File: src/rtl/dmem_arbiter.sv
// Two-port (cpu / dma) arbiter in front of a single-port combinational-read data memory.
// Latency: request sampled at edge N -> memory access during cycle N+1 -> ack pulse during cycle N+2.
// Backpressure: requesters hold req until their ack; cpu_stall = cpu_req & ~cpu_ack.
// Option: define DMEM_ARB_RR_EN for round-robin on simultaneous requests (default: cpu has fixed priority).
module dmem_arbiter #(
    parameter int ADDR_W = 32,
    parameter int DATA_W = 32
) (
    input  logic              clk,
    input  logic              reset,
    input  logic              cpu_req,
    input  logic              cpu_we,
    input  logic [ADDR_W-1:0] cpu_addr,
    input  logic [DATA_W-1:0] cpu_wdata,
    input  logic              dma_req,
    input  logic              dma_we,
    input  logic [ADDR_W-1:0] dma_addr,
    input  logic [DATA_W-1:0] dma_wdata,
    output logic              cpu_ack,
    output logic              dma_ack,
    output logic [DATA_W-1:0] cpu_rdata,
    output logic [DATA_W-1:0] dma_rdata,
    output logic              cpu_stall,
    output logic [ADDR_W-1:0] mem_addr,
    output logic [DATA_W-1:0] mem_wdata,
    output logic              mem_we,
    input  logic [DATA_W-1:0] mem_rdata,
    output logic              busy,
    output logic              owner
);

    typedef enum logic {IDLE = 1'b0, ACCESS = 1'b1} state_t;

    state_t            state_q, state_d;
    logic              owner_q, owner_d;
    // last_q tracks the most recent grant for round-robin; it resets to dma so
    // the cpu wins the first contended cycle, while the visible owner resets to 0.
    logic              last_q, last_d;
    logic              we_q, we_d;
    logic [ADDR_W-1:0] addr_q, addr_d;
    logic [DATA_W-1:0] wdata_q, wdata_d;
    logic              cpu_ack_q, cpu_ack_d;
    logic              dma_ack_q, dma_ack_d;
    logic [DATA_W-1:0] cpu_rdata_q, cpu_rdata_d;
    logic [DATA_W-1:0] dma_rdata_q, dma_rdata_d;

    logic              cpu_elig;
    logic              dma_elig;
    logic              grant_dma;

    // A port that is acking this cycle is still showing its old request, so it
    // is excluded from arbitration at this edge.
    assign cpu_elig = cpu_req & ~cpu_ack_q;
    assign dma_elig = dma_req & ~dma_ack_q;

    // Winner selection among eligible requesters.
`ifdef DMEM_ARB_RR_EN
    assign grant_dma = (cpu_elig & dma_elig) ? ~last_q : dma_elig;
`else
    assign grant_dma = ~cpu_elig;
`endif

    // Next-state logic: grant in IDLE, complete (ack + read capture) at the end of ACCESS.
    always_comb begin
        state_d     = state_q;
        owner_d     = owner_q;
        last_d      = last_q;
        we_d        = we_q;
        addr_d      = addr_q;
        wdata_d     = wdata_q;
        cpu_ack_d   = 1'b0;
        dma_ack_d   = 1'b0;
        cpu_rdata_d = cpu_rdata_q;
        dma_rdata_d = dma_rdata_q;
        case (state_q)
            IDLE: begin
                if (cpu_elig | dma_elig) begin
                    state_d = ACCESS;
                    owner_d = grant_dma;
                    last_d  = grant_dma;
                    we_d    = grant_dma ? dma_we    : cpu_we;
                    addr_d  = grant_dma ? dma_addr  : cpu_addr;
                    wdata_d = grant_dma ? dma_wdata : cpu_wdata;
                end
            end
            ACCESS: begin
                state_d = IDLE;
                if (owner_q) begin
                    dma_ack_d = 1'b1;
                    if (!we_q) dma_rdata_d = mem_rdata;
                end else begin
                    cpu_ack_d = 1'b1;
                    if (!we_q) cpu_rdata_d = mem_rdata;
                end
            end
            default: state_d = IDLE;
        endcase
    end

    // State registers; reset aborts any access in flight without an ack.
    always_ff @(posedge clk) begin
        if (reset) begin
            state_q     <= IDLE;
            owner_q     <= 1'b0;
            last_q      <= 1'b1;
            we_q        <= 1'b0;
            addr_q      <= '0;
            wdata_q     <= '0;
            cpu_ack_q   <= 1'b0;
            dma_ack_q   <= 1'b0;
            cpu_rdata_q <= '0;
            dma_rdata_q <= '0;
        end else begin
            state_q     <= state_d;
            owner_q     <= owner_d;
            last_q      <= last_d;
            we_q        <= we_d;
            addr_q      <= addr_d;
            wdata_q     <= wdata_d;
            cpu_ack_q   <= cpu_ack_d;
            dma_ack_q   <= dma_ack_d;
            cpu_rdata_q <= cpu_rdata_d;
            dma_rdata_q <= dma_rdata_d;
        end
    end

    // Memory side is driven only during ACCESS; reset gates the write strobe
    // combinationally so an aborted access never commits.
    assign busy      = (state_q == ACCESS);
    assign mem_addr  = busy ? addr_q  : '0;
    assign mem_wdata = busy ? wdata_q : '0;
    assign mem_we    = busy & we_q & ~reset;

    assign owner     = owner_q;
    assign cpu_ack   = cpu_ack_q;
    assign dma_ack   = dma_ack_q;
    assign cpu_rdata = cpu_rdata_q;
    assign dma_rdata = dma_rdata_q;
    assign cpu_stall = cpu_req & ~cpu_ack_q;

endmodule

File: config.mk
export PLATFORM = sky130hd
export DESIGN_NAME = dmem_arbiter
export DESIGN_NICKNAME = d
export VERILOG_FILES = /design/src/rtl/dmem_arbiter.sv
export SDC_FILE = /design/constraint.sdc
export NUM_CORES = 1
export LEC_CHECK = 0
export ABC_AREA = 1
export CAP_MARGIN = 20
export CORE_ASPECT_RATIO = 1.75
export CORE_MARGIN = 2
export CORE_UTILIZATION = 45
export DETAILED_ROUTE_END_ITERATION = 10
export PLACE_DENSITY_LB_ADDON = 0.05
export SKIP_LAST_GASP = 1
export SYNTH_ARGS = -nofsm -noshare
export SYNTH_HDL_FRONTEND = slang
export SYNTH_SLANG_ARGS = --single-unit
File: constraint.sdc
create_clock -name clk -period 2.89 [get_ports clk]
set_input_delay 0.7225 -clock clk [delete_from_list [all_inputs] [get_ports clk]]
set_output_delay 0.7225 -clock clk [all_outputs]
set_load 0.01 [all_outputs]
==> impl_metrics.yaml <==
synthesis:
  synth_flop_cell: "dfxtp_1"
  ys.warnings.count: 0
  synth_nets: 1244
  synth-compound-area-share_pct: 4.85
  synth_adder_area_share_pct: 0
  syn_area_um2: 6710
  synth_edf_count: 0
  syn_area_per_cell_um2: 6.23
  yosysSeqAreaShare_pct: 39.7
  synth_simple_gate_area_share_pct: 40.9
  synth_top_family_by_area: "simple AND/OR/NAND/NOR gates"
  ys_ff_latch: 133
  synth_cells: 1078
  synth_common_cells: "nand2_1, nor2_1, dfxtp_1, inv_1, nand3_1"
  async_flop_share_pct: 0
  synth.area.top_cells: "dfxtp_1, nand2_1, nor2_1, nand3_1, inv_1"
  synth_top_area_share_pct: 39.7
  synth_most_common_cell: "nand2_1"
  synthXorXnorAreaFrac_pct: 0
  synthMuxAreaShare_pct: 0
  synth_top_cell_by_area: "dfxtp_1"
  synth_cell_types: 16
sta:
  fin_crit_ps: 2750
  skew_ps: 14.4
  tns_ps: 0
  finalMaxSlewViolations: 0
  rsz0062_at_grt: "false"
  setup_viol: 0
  clock.fmax_mhz: 363
  fin_crit_sh_pct: 95.2
  slew_headroom_pct: 34.0
  finalWorstSetupSlack_ps: 138
  worst_slew_pin_slew_ps: 990
  finalHoldViolations: 0
route:
  ant_nets: 0
  wl_per_cell_um: 14.4
  vias: 7384
  vias_per_cell: 4.83
  drt-initial-drc-count: 352
  wl_um: 22000
  drc: 0
  drt-pass1-iter-count: 5
min_path:
  min_to: "dma_rdata[30]"
  holdPathStages: 2
  worst_hold_path_type: "reg2reg"
  hold_start: "dma_rdata[30]"
critical_path:
  r2r-end: "addr_q[24]"
  start_kind: "flop"
  rr_startpoint: "cpu_ack"
  critPathMaxFanout: 30
  required_ps: 2170
  reg2reg_slack_ps: 820
  cp-end-kind: "primary output"
  reg2reg_depth: 7
  arrival_ps: 2030
  path_class: "reg2out"
clock_network:
  cts_sinks: 133
  clkLatencyLatePin_ps: 420
  cts_tree: "yes"
  cts_hold_buf: 0
  numCtsBuffers: 17
  clockRootBuffer: "clkbuf_16"
  postCtsSetupRepairBufs: 0
  cts_buffer_depth: 2
  cts.htree.levels: 4
  ctsResizeCount: 0
  clk_pin_slew_ps: 60
global_route:
  grt_remaining_overflow: 0
  grt_usage_pct: 26.7
  grt_pass1_wl_um: 33200
  grt_pass1_vias: 6662
  grt_max_degree: 99
  antenna_found_initial: 1
floorplan:
  dieArea_um2: 15900
  fp.dieH_um: 166
  core_um2: 14800
  io_pins: 300
  row_count: 59
  die_x_um: 96.3
  start_util_pct: 45.5
placement:
  hpwl_um: 14700
  gp_congestion: 0.831
  io_buffers: 299
  post-place-ws_ps: 211
pwr:
  leakagePower_nw: 4.90
  ir_drop_mv: 0.557
  power_density_nw_per_um2: 528
run:
  cap_violations: 0
run_status:
  outcome: "completed"
cells_and_area:
  fillerInstances: 1319
  drive_gt1_share_pct: 4.61
  utilization_pct: 69.4
  final_nets: 1499
  area_delta_synth_final_pct: 52.7
==> cell usage in the layout, fill, tap and decap left out <==
cell type / n
clkinv_2: 1
dfxtp_1: 132
nor2_1: 198
buf_12: 4
a21oi_1: 33
inv_6: 3
clkinv_8: 2
nand4_1: 32
nand2_2: 2
clkinvlp_4: 1
nand2_1: 295
buf_2: 1
o21ai_0: 32
nand3_1: 131
clkinv_1: 1
nand3_2: 3
clkbuf_16: 17
inv_1: 132
inv_8: 6
diode_2: 1
dfxtp_4: 1
clkdlybuf4s50_1: 298
buf_4: 16
inv_2: 3
clkinv_4: 2
==> registers in the layout, summed over array words and instances, names as in the netlist <==
signal	count
addr_q	32
busy	1
cpu_ack	1
cpu_rdata	32
dma_ack	1
dma_rdata	32
owner	1
wdata_q	32
we_q	1
==> power breakdown <==
group,total (mW),internal (mW),switching (mW),leakage [nW]
Combinational,1.23,0.600,0.631,3.52
Clock,2.10,1.15,0.946,0.285
Sequential,2.08,1.99,0.0883,1.10
Total,5.41,3.74,1.66,4.90
==> layer usage <==
metal / global-route usage (%) / vias to the layer above / wire [um]
met4: 11.8 / 0 / 762
met1: 29.3 / 3278 / 8290
met5: 0 / - / 0
li1: - / 3817 / -
met3: 7.58 / 49 / 1690
met2: 47.0 / 240 / 11300
==> critical path, cell delays in order, from the launching register on <==
cell	delay (ps)
dfxtp_4	590
buf_4	310
nand2_1	100
inv_1	50
clkdlybuf4s50_1	560
==> how the worst max path moves through the flow <==
stage	endpoint	cells past startpoint	from	slack [ps]
floorplan	mem_we	5	reset	790
global placement	mem_we	5	reset	240
detailed placement	mem_we	5	reset	210
CTS	mem_addr[1]	4	busy	110
global route	mem_addr[1]	4	busy	30
finish	mem_addr[1]	4	busy	140
==> kinds of logic (layout without fill, tap and decap cells) <==
group / after synthesis / in the layout
other cells: 0 / 1
buf+inv: 219 / 487
flops: 133 / 133
compound gates: 65 / 65
simple gates: 661 / 661
==> cell type report <==
type	count	area, um2	area share (%)
Timing Repair Buffer	319	3190	31.1
Antenna cell	1	2.50	0.0244
Clock buffer	17	425	4.15
Sequential cell	133	2670	26.0
Multi-Input combinational cell	726	3070	30.0
Clock inverter	15	156	1.53
Tap cell	183	229	2.23
Inverter	136	510	4.98
==> stage by stage <==
step           power, mW  cell area [um2]  cells  hold slack, ps
2_1_floorplan       2.77             6710   1078             484
3_3_place_gp        3.34             9670   1497             448
3_5_place_dp        3.35             9670   1497             452
4_1_cts             5.46            10200   1529             461
5_1_grt             5.69            10300   1530             476
6_report            5.41            10300   1530             461
(Power assumes the default switching activity.)
